### config.mk
export PLATFORM = sky130hd
export DESIGN_NAME = lin2log_flat
export DESIGN_NICKNAME = d
export VERILOG_FILES = /design/src/rtl/lin2log_if.sv /design/src/rtl/lin2log.sv /design/src/flat_wrapper.sv
export SDC_FILE = /design/constraint.sdc
export NUM_CORES = 1
export LEC_CHECK = 0
export ABC_AREA = 1
export BUFFER_PORTS_ARGS = -buffer_cell sky130_fd_sc_hd__buf_2
export CAP_MARGIN = 20
export CORE_ASPECT_RATIO = 0.5
export CORE_MARGIN = 1.5
export CORE_UTILIZATION = 55
export CTS_CLUSTER_SIZE = 28
export DETAILED_ROUTE_END_ITERATION = 8
export GPL_TIMING_DRIVEN = 0
export PLACE_DENSITY = 0.75
export REMOVE_ABC_BUFFERS = 1
export SLEW_MARGIN = 40
export SYNTH_ARGS = -nofsm -noshare
export SYNTH_HDL_FRONTEND = slang
export SYNTH_SLANG_ARGS = --single-unit
### constraint.sdc
create_clock -name clk -period 5.92 [get_ports clk]
set_input_delay 0.296 -clock clk [delete_from_list [all_inputs] [get_ports clk]]
set_output_delay 0.296 -clock clk [all_outputs]
set_load 0.01 [all_outputs]
### src/rtl/lin2log_if.sv
// lin2log handshake bundle: sample in, attenuation out.
// Feature macro used by the converter: LIN2LOG_ROUND_EN.
interface lin2log_if #(
   parameter int ISZ = 16,
   parameter int FSZ = 8
);
   localparam int OSZ = 5 + FSZ;

   logic           in_valid;
   logic           in_ready;
   logic [ISZ-1:0] lin;
   logic           out_valid;
   logic           out_ready;
   logic [OSZ-1:0] atten;
   logic           zero;

   modport master (
      output in_valid, lin, out_ready,
      input  in_ready, out_valid, atten, zero
   );

   modport slave (
      input  in_valid, lin, out_ready,
      output in_ready, out_valid, atten, zero
   );
endinterface

### src/rtl/lin2log.sv
// Iterative linear-to-log converter (normalise, then square for fraction bits).
// LIN2LOG_ROUND_EN adds one fraction bit and rounds half-up.
module lin2log #(
   parameter int ISZ = 16,
   parameter int FSZ = 8
) (
   input  logic     clk,
   input  logic     reset,
   lin2log_if.slave bus
);
   localparam int OSZ = 5 + FSZ;
`ifdef LIN2LOG_ROUND_EN
   localparam int FW = FSZ + 1;
`else
   localparam int FW = FSZ;
`endif
   localparam int IW = $clog2(FW + 1);

   typedef enum logic [1:0] {
      IDLE,
      NORM,
      FRAC,
      DONE
   } state_t;

   state_t           state, state_n;
   logic [ISZ-1:0]   m, m_n;
   logic [4:0]       cnt, cnt_n;
   logic [4:0]       cnt_p1;
   logic [FW-1:0]    f, f_n;
   logic [FW-1:0]    f_sh;
   logic [IW-1:0]    idx, idx_n;
   logic [OSZ-1:0]   atten, atten_n;
   logic             zero, zero_n;
   logic [2*ISZ-1:0] sq;
   logic             sq_ge2;
   logic [FSZ:0]     f_fin;
   logic [OSZ-1:0]   base;
   logic             sq_unused;

   // m is Q1.(ISZ-1); its square is Q2.(2ISZ-2), top bit set means >= 2.0
   assign sq     = {{ISZ{1'b0}}, m} * {{ISZ{1'b0}}, m};
   assign sq_ge2 = sq[2*ISZ-1];
   assign f_sh   = {f[FW-2:0], sq_ge2};
   assign cnt_p1 = cnt + 5'd1;
   assign base   = {cnt_p1, {FSZ{1'b0}}};

   // low product bits and the shifted-out f MSB are never needed
   assign sq_unused = ^{sq[ISZ-2:0], f[FW-1]};

`ifdef LIN2LOG_ROUND_EN
   logic [FSZ+1:0] f_rnd;
   assign f_rnd = {1'b0, f_sh} + (FSZ+2)'(1);
   assign f_fin = f_rnd[FSZ+1:1];
`else
   assign f_fin = {1'b0, f_sh};
`endif

   assign bus.in_ready  = (state == IDLE);
   assign bus.out_valid = (state == DONE);
   assign bus.atten     = atten;
   assign bus.zero      = zero;

   // state and datapath registers, cleared by synchronous reset
   always_ff @(posedge clk) begin
      if (reset) begin
         state <= IDLE;
         m     <= '0;
         cnt   <= '0;
         f     <= '0;
         idx   <= '0;
         atten <= '0;
         zero  <= 1'b0;
      end else begin
         state <= state_n;
         m     <= m_n;
         cnt   <= cnt_n;
         f     <= f_n;
         idx   <= idx_n;
         atten <= atten_n;
         zero  <= zero_n;
      end
   end

   // next-state and next-datapath decode
   always_comb begin
      state_n = state;
      m_n     = m;
      cnt_n   = cnt;
      f_n     = f;
      idx_n   = idx;
      atten_n = atten;
      zero_n  = zero;
      unique case (state)
         IDLE: begin
            if (bus.in_valid) begin
               m_n   = bus.lin;
               cnt_n = '0;
               f_n   = '0;
               if (bus.lin == '0) begin
                  zero_n  = 1'b1;
                  atten_n = '1;
                  state_n = DONE;
               end else begin
                  state_n = NORM;
               end
            end
         end
         NORM: begin
            if (!m[ISZ-1]) begin
               m_n   = {m[ISZ-2:0], 1'b0};
               cnt_n = cnt + 5'd1;
            end else begin
               idx_n   = IW'(FW - 1);
               state_n = FRAC;
            end
         end
         FRAC: begin
            f_n   = f_sh;
            m_n   = sq_ge2 ? sq[2*ISZ-1 -: ISZ]
                           : sq[2*ISZ-2 -: ISZ];
            idx_n = idx - IW'(1);
            if (idx == '0) begin
               atten_n = base - {{(OSZ-FSZ-1){1'b0}}, f_fin};
               zero_n  = 1'b0;
               state_n = DONE;
            end
         end
         DONE: begin
            if (bus.out_ready) begin
               state_n = IDLE;
            end
         end
         default: begin
            state_n = IDLE;
         end
      endcase
   end
endmodule

### src/flat_wrapper.sv
// flat-port wrapper written by rule: the top's interface ports become plain ports
module lin2log_flat 
#(
   parameter int ISZ = 16,
   parameter int FSZ = 8
)
  (clk, reset, bus_in_valid, bus_lin, bus_out_ready, bus_in_ready, bus_out_valid, bus_atten, bus_zero);
  lin2log_if #(.ISZ(ISZ), .FSZ(FSZ)) bus_i ();
  input  logic clk;
  input  logic reset;
  input wire logic [$bits(bus_i.in_valid)-1:0] bus_in_valid;
  input wire logic [$bits(bus_i.lin)-1:0] bus_lin;
  input wire logic [$bits(bus_i.out_ready)-1:0] bus_out_ready;
  output wire logic [$bits(bus_i.in_ready)-1:0] bus_in_ready;
  output wire logic [$bits(bus_i.out_valid)-1:0] bus_out_valid;
  output wire logic [$bits(bus_i.atten)-1:0] bus_atten;
  output wire logic [$bits(bus_i.zero)-1:0] bus_zero;
  assign bus_i.in_valid = bus_in_valid;
  assign bus_i.lin = bus_lin;
  assign bus_i.out_ready = bus_out_ready;
  assign bus_in_ready = bus_i.in_ready;
  assign bus_out_valid = bus_i.out_valid;
  assign bus_atten = bus_i.atten;
  assign bus_zero = bus_i.zero;
  lin2log #(.ISZ(ISZ), .FSZ(FSZ)) u_core (.clk(clk), .reset(reset), .bus(bus_i));
endmodule
### Word level (Yosys, flattened, before mapping)

Cells that the tools add are included.

| cells by class | value |
|---|---|
| muxes and demuxes | 25 |
| reduce and logical (&&, ||, !) cells | 14 |
| add/subtract/negate cells | 3 |
| equality and inequality tests | 9 |
| multipliers | 1 |

Operators with widths:

| operator | count |
|---|---|
| $mux W16 | 3 |
| $pmux W16 S3 | 1 |
| $mux W13 | 3 |
| $mul A16 B16 Y32 | 1 |
| $pmux W13 S2 | 1 |
| $logic_not A16 Y1 | 1 |
| $pmux W7 S2 | 1 |
| $sub A13 B8 Y13 | 1 |
| $mux W2 | 5 |
| $mux W5 | 2 |
| $pmux W5 S2 | 1 |
| $pmux W2 S4 | 1 |
| $pmux W4 S2 | 1 |
| $reduce_and A4 Y1 | 2 |
| $mux W7 | 1 |
| $ne A2 B1 Y1 const B | 3 |
| $ne A2 B2 Y1 const B | 3 |
| $reduce_and A2 Y1 | 3 |
| $reduce_and A3 Y1 | 2 |
| $reduce_bool A2 Y1 | 3 |
| $add A5 B1 Y5 const B | 1 |
| $eq A2 B2 Y1 const B | 2 |
| $logic_not A4 Y1 | 1 |
| $mux W4 | 1 |
| other kinds (6) | 8 |

| storage, ports and cells | value |
|---|---|
| output and inout port bits | 16 |
| input bits | 20 |
| flip-flop bits (word level) | 48 |
| word-level logic and storage cells | 60 |

### Depth between registers and ports, before layout

| depth | value |
|---|---|
| depth after elaboration | 4 |
| depth in mapped cells | 37 |
| mapped depth without buffers | 34 |

### Worst setup path before layout

No wires, ideal clock.

| path | value |
|---|---|
| path type | register to register |
| start point | reg u_core.m[6] |
| end point | reg u_core.atten[12] (netlist: u_core.bus.atten[12]) |
| slack | -0.323 ns |
| required time | 5.787 ns |
| clock period less this slack | 6.243 ns |
| stages on the path, launching flop included | 31 |
| path buffers | 3 |
| arrival | 6.110 ns |
| path through | dfxtp_1 -> clkbuf_1 -> clkbuf_1 -> nand2_1 -> fa_1 -> inv_1 -> fa_1 -> fa_1 -> fa_1 -> fa_1 -> inv_1 -> fa_1 -> inv_1 -> ha_1 -> nand2_2 -> nor2_2 -> inv_1 -> nor2_4 -> and2_4 -> nand2_4 -> nand2_4 -> nand2_2 -> nand2_2 -> buf_6 -> ha_1 -> nand4_1 -> nor2_1 -> a21oi_1 -> nand2_1 -> xor2_1 -> a21oi_1 |

| on the way | value |
|---|---|
| cells in the longest elaborated chain, start to end | 4 |

RTL lines:

| element | line | RTL |
|---|---|---|
| start: declaration | lin2log.sv:27 | `logic [ISZ-1:0] m, m_n;` |
| start signal: assignment | lin2log.sv:76 | `m <= m_n;` |
| $mul A16 B16 Y32 | lin2log.sv:42 | `assign sq = {{ISZ{1'b0}}, m} * {{ISZ{1'b0}}, m};` |
| $sub A13 B8 Y13 | lin2log.sv:124 | `atten_n = base - {{(OSZ-FSZ-1){1'b0}}, f_fin};` |
| $mux W13 | lin2log.sv:123 | `if (idx == '0) begin` |
| $pmux W13 S2 | lin2log.sv:94 | `unique case (state)` |
| end signal: assignment | lin2log.sv:80 | `atten <= atten_n;` |
| end: declaration | lin2log.sv:33 | `logic [OSZ-1:0] atten, atten_n;` |

Every way passes these cells. The select of a mux whose other input is x is not followed.
A chain may end at the register's enable or synchronous reset.

### Worst setup path after layout

| path | value |
|---|---|
| start point | reg u_core.m[10] |
| end point | reg u_core.atten[8] (netlist: u_core.bus.atten[8]) |

The elaborated chain is that of the path after synthesis.

==> flow_summary.toml <==
[synth]
synth-warning-count = 0
synthCells = 1571
yosysTopAreaCell = "fa_1"
synth-seq-area-share_pct = 8.79
yosys_register_bits = 48
async_flop_share_pct = 0
ys_top_cells_by_area = "fa_1 (30%), inv_1 (15%), nand2_1 (13%)"
netlist_top_cells_count = "inv_1 (451), nand2_1 (384), fa_1 (162)"
synthFlopType = "dfxtp_1"
yosysMostFrequentCell = "inv_1"
netlist_area_sq_um = 10900
avgSynthCellArea_sq_um = 6.96
synth.top_cell.area_share_pct = 29.7
ys_types = 40
synth-edff-count = 0

[layout]
fin_nets = 1970
stdcell_count = 1947
antenna_cells = 0
n_fill_cell = 1590
area_delta_synth_final_pct = 20.9
drive_gt1_share_pct = 21.5
post-route-util_pct = 67.9

[timing]
whs_ps = 313
setup_slack_ps = -101
fmax_mhz = 166
finClkSkew_ps = 19.5
max_slew.worst_pin.slew_ps = 911
maxSlewHeadroom_pct = 39.3
finalMaxSlewViolations = 0
hold_violations = 0
fin_setup_tns_ps = -451
rsz0062_at_grt = "true"
timing.final.crit_share_pct = 102
period_needed_ps = 6020
setup_viol = 7

[setup_path]
crit_path_end_kind = "register"
path_class = "reg -> reg"
cp.required_ps = 6090
critPathMaxStageDelay_ps = 530
path_delay_family = "adder cells"
path_buf_inv = 9
critPathSlowestCell = "fa_2"
critical_path_arrival_ps = 6200
critical_path_peak_fanout = 6
rrSetupSlack_ps = -100
cp-start-kind = "register"

[floorplanning]
die_w_um = 202
initial_core_util_pct = 56.2
die_h_um = 103
core.rowCount = 36
dieArea_sq_um = 20800
core_sq_um = 19500
ios = 36

[route]
drt_iter0_drc = 690
num_vias = 10300
drc = 0
routedWlPerCell_um = 16.5
routed_wl_mm = 32.2
vias_per_cell = 5.32
dr.pass1.iters = 5
drtAntennaViolNets = 0

[clocking]
cts_tree = "yes"
cts.sink_count = 48
clockBufferDepth = 2
cts_buffers = 5
cts.clk_slew.worst_paths_ps = 90
cts_root_buf = "clkbuf_16"
cts_hold_buf = 0
htreeDepth = 2
clkLatencyLatePin_ps = 310

[power_and_ir_drop]
p_leak_nw = 7.75
vdd_drop_max_uv = 296
powerDensity_nw_per_um2 = 454

[global_route]
grt_pass1_vias = 9931
grt_busiest_layer = "met2"
met1_usage_pct = 40.1
use_met2_pct = 51.4
grt_pass1_wl_mm = 49.4
grt_overflow = 0
met3_usage_pct = 5.66
grt_max_degree = 37
grtUsageTotal_pct = 30.5
antenna_found_initial = 1

[place]
gp_congestion = 0.990
dp_hpwl_mm = 22.0
place_ws_ps = -1380
io_buffers = 35
dp.cells = 1819

[status]
failed_checks = "setup timing"
status = "complete, but fails checks"

[hold_path]
min_path_type = "in -> reg"

[flow_run]
cap_violations = 0
worst reg2reg max path: cells and delay by family, from the launching register on:
kind,cells,cell delay (ps)
compound gates,1,80
xor+xnor,1,140
fa+ha+maj,8,3530
buf+inv,9,590
flops,1,410
simple gates,14,1140
layer usage:
metal	wire length (um)	up-vias
met5	10	-
li1	-	4831
met1	13300	4999
met3	2590	92
met4	1160	2
met2	15100	425
flip-flops by register name, summed over array words and instances (netlist names):
register / cells
u_core.cnt: 5
u_core.bus.zero: 1
u_core.f: 7
u_core.m: 16
u_core.state: 2
u_core.idx: 4
u_core.bus.atten: 13
power breakdown:
part | internal [mW] | switching [mW]
Combinational | 2.09 | 3.03
Clock | 0.169 | 0.150
Sequential | 0.417 | 0.150
Total | 2.68 | 3.33
per-stage QoR:
step / instance area [sq um] / total power, mW
2_1_floorplan: 10700 / 3.06
5_1_grt: 13200 / 6.51
3_3_place_gp: 11200 / 3.94
3_5_place_dp: 11200 / 4.03
4_1_cts: 12500 / 5.27
6_report: 13200 / 6.00
cells in the final DEF (no fill, tap or decap), types with 6 or more instances in the layout:
| cell type | count |
|---|---|
| inv_1 | 413 |
| xor2_1 | 15 |
| dfxtp_4 | 16 |
| o21ai_0 | 29 |
| inv_2 | 39 |
| nor3_1 | 11 |
| dfxtp_1 | 32 |
| fa_1 | 153 |
| a21oi_2 | 8 |
| nand2_1 | 329 |
| nor2_4 | 10 |
| nand3_1 | 80 |
| buf_2 | 35 |
| nand2_2 | 40 |
| nor2_2 | 7 |
| buf_12 | 6 |
| xnor2_1 | 8 |
| nand4_1 | 13 |
| buf_4 | 91 |
| nor2_1 | 66 |
| ha_4 | 18 |
| buf_6 | 17 |
| nand2_4 | 25 |
| ha_1 | 88 |
| fa_2 | 9 |
| a21oi_1 | 60 |
repair_timing:
item | CTS | global route
setup buffers | 84 | 38
pin swaps | 68 | 82
endpoints found under the setup margin | 30 | 29
gates cloned | 1 | 0
resized for setup | 130 | 132
worst paths after layout:
path	from	endpoint	cells past startpoint
hold reg to reg	u_core.cnt[4]	u_core.cnt[4]	2
setup / recovery	u_core.m[10]	u_core.bus.atten[8]	33
setup reg to reg	u_core.m[10]	u_core.bus.atten[8]	33
hold / removal	bus_lin[15]	u_core.m[15]	5
cell families after synthesis:
group	synth area share, %
buffers and inverters	17.7
xor gates and xnor gates	1.92
and+or+nand+nor	23.4
DFF	8.79
AOI/OAI and AO/OA	6.13
adders and majority gates	42.0
final cells by class:
type                            instances  area, sq um  share of cell area (%)
Clock buffer                            6          139                    1.05
Clock inverter                          2         15.0                   0.114
Inverter                              452         1700                    12.8
Multi-Input combinational cell       1019         8760                    66.3
Sequential cell                        48         1020                    7.73
Tap cell                              266          333                    2.52
Timing Repair Buffer                  154         1240                    9.42
(Power assumes the default switching activity.)
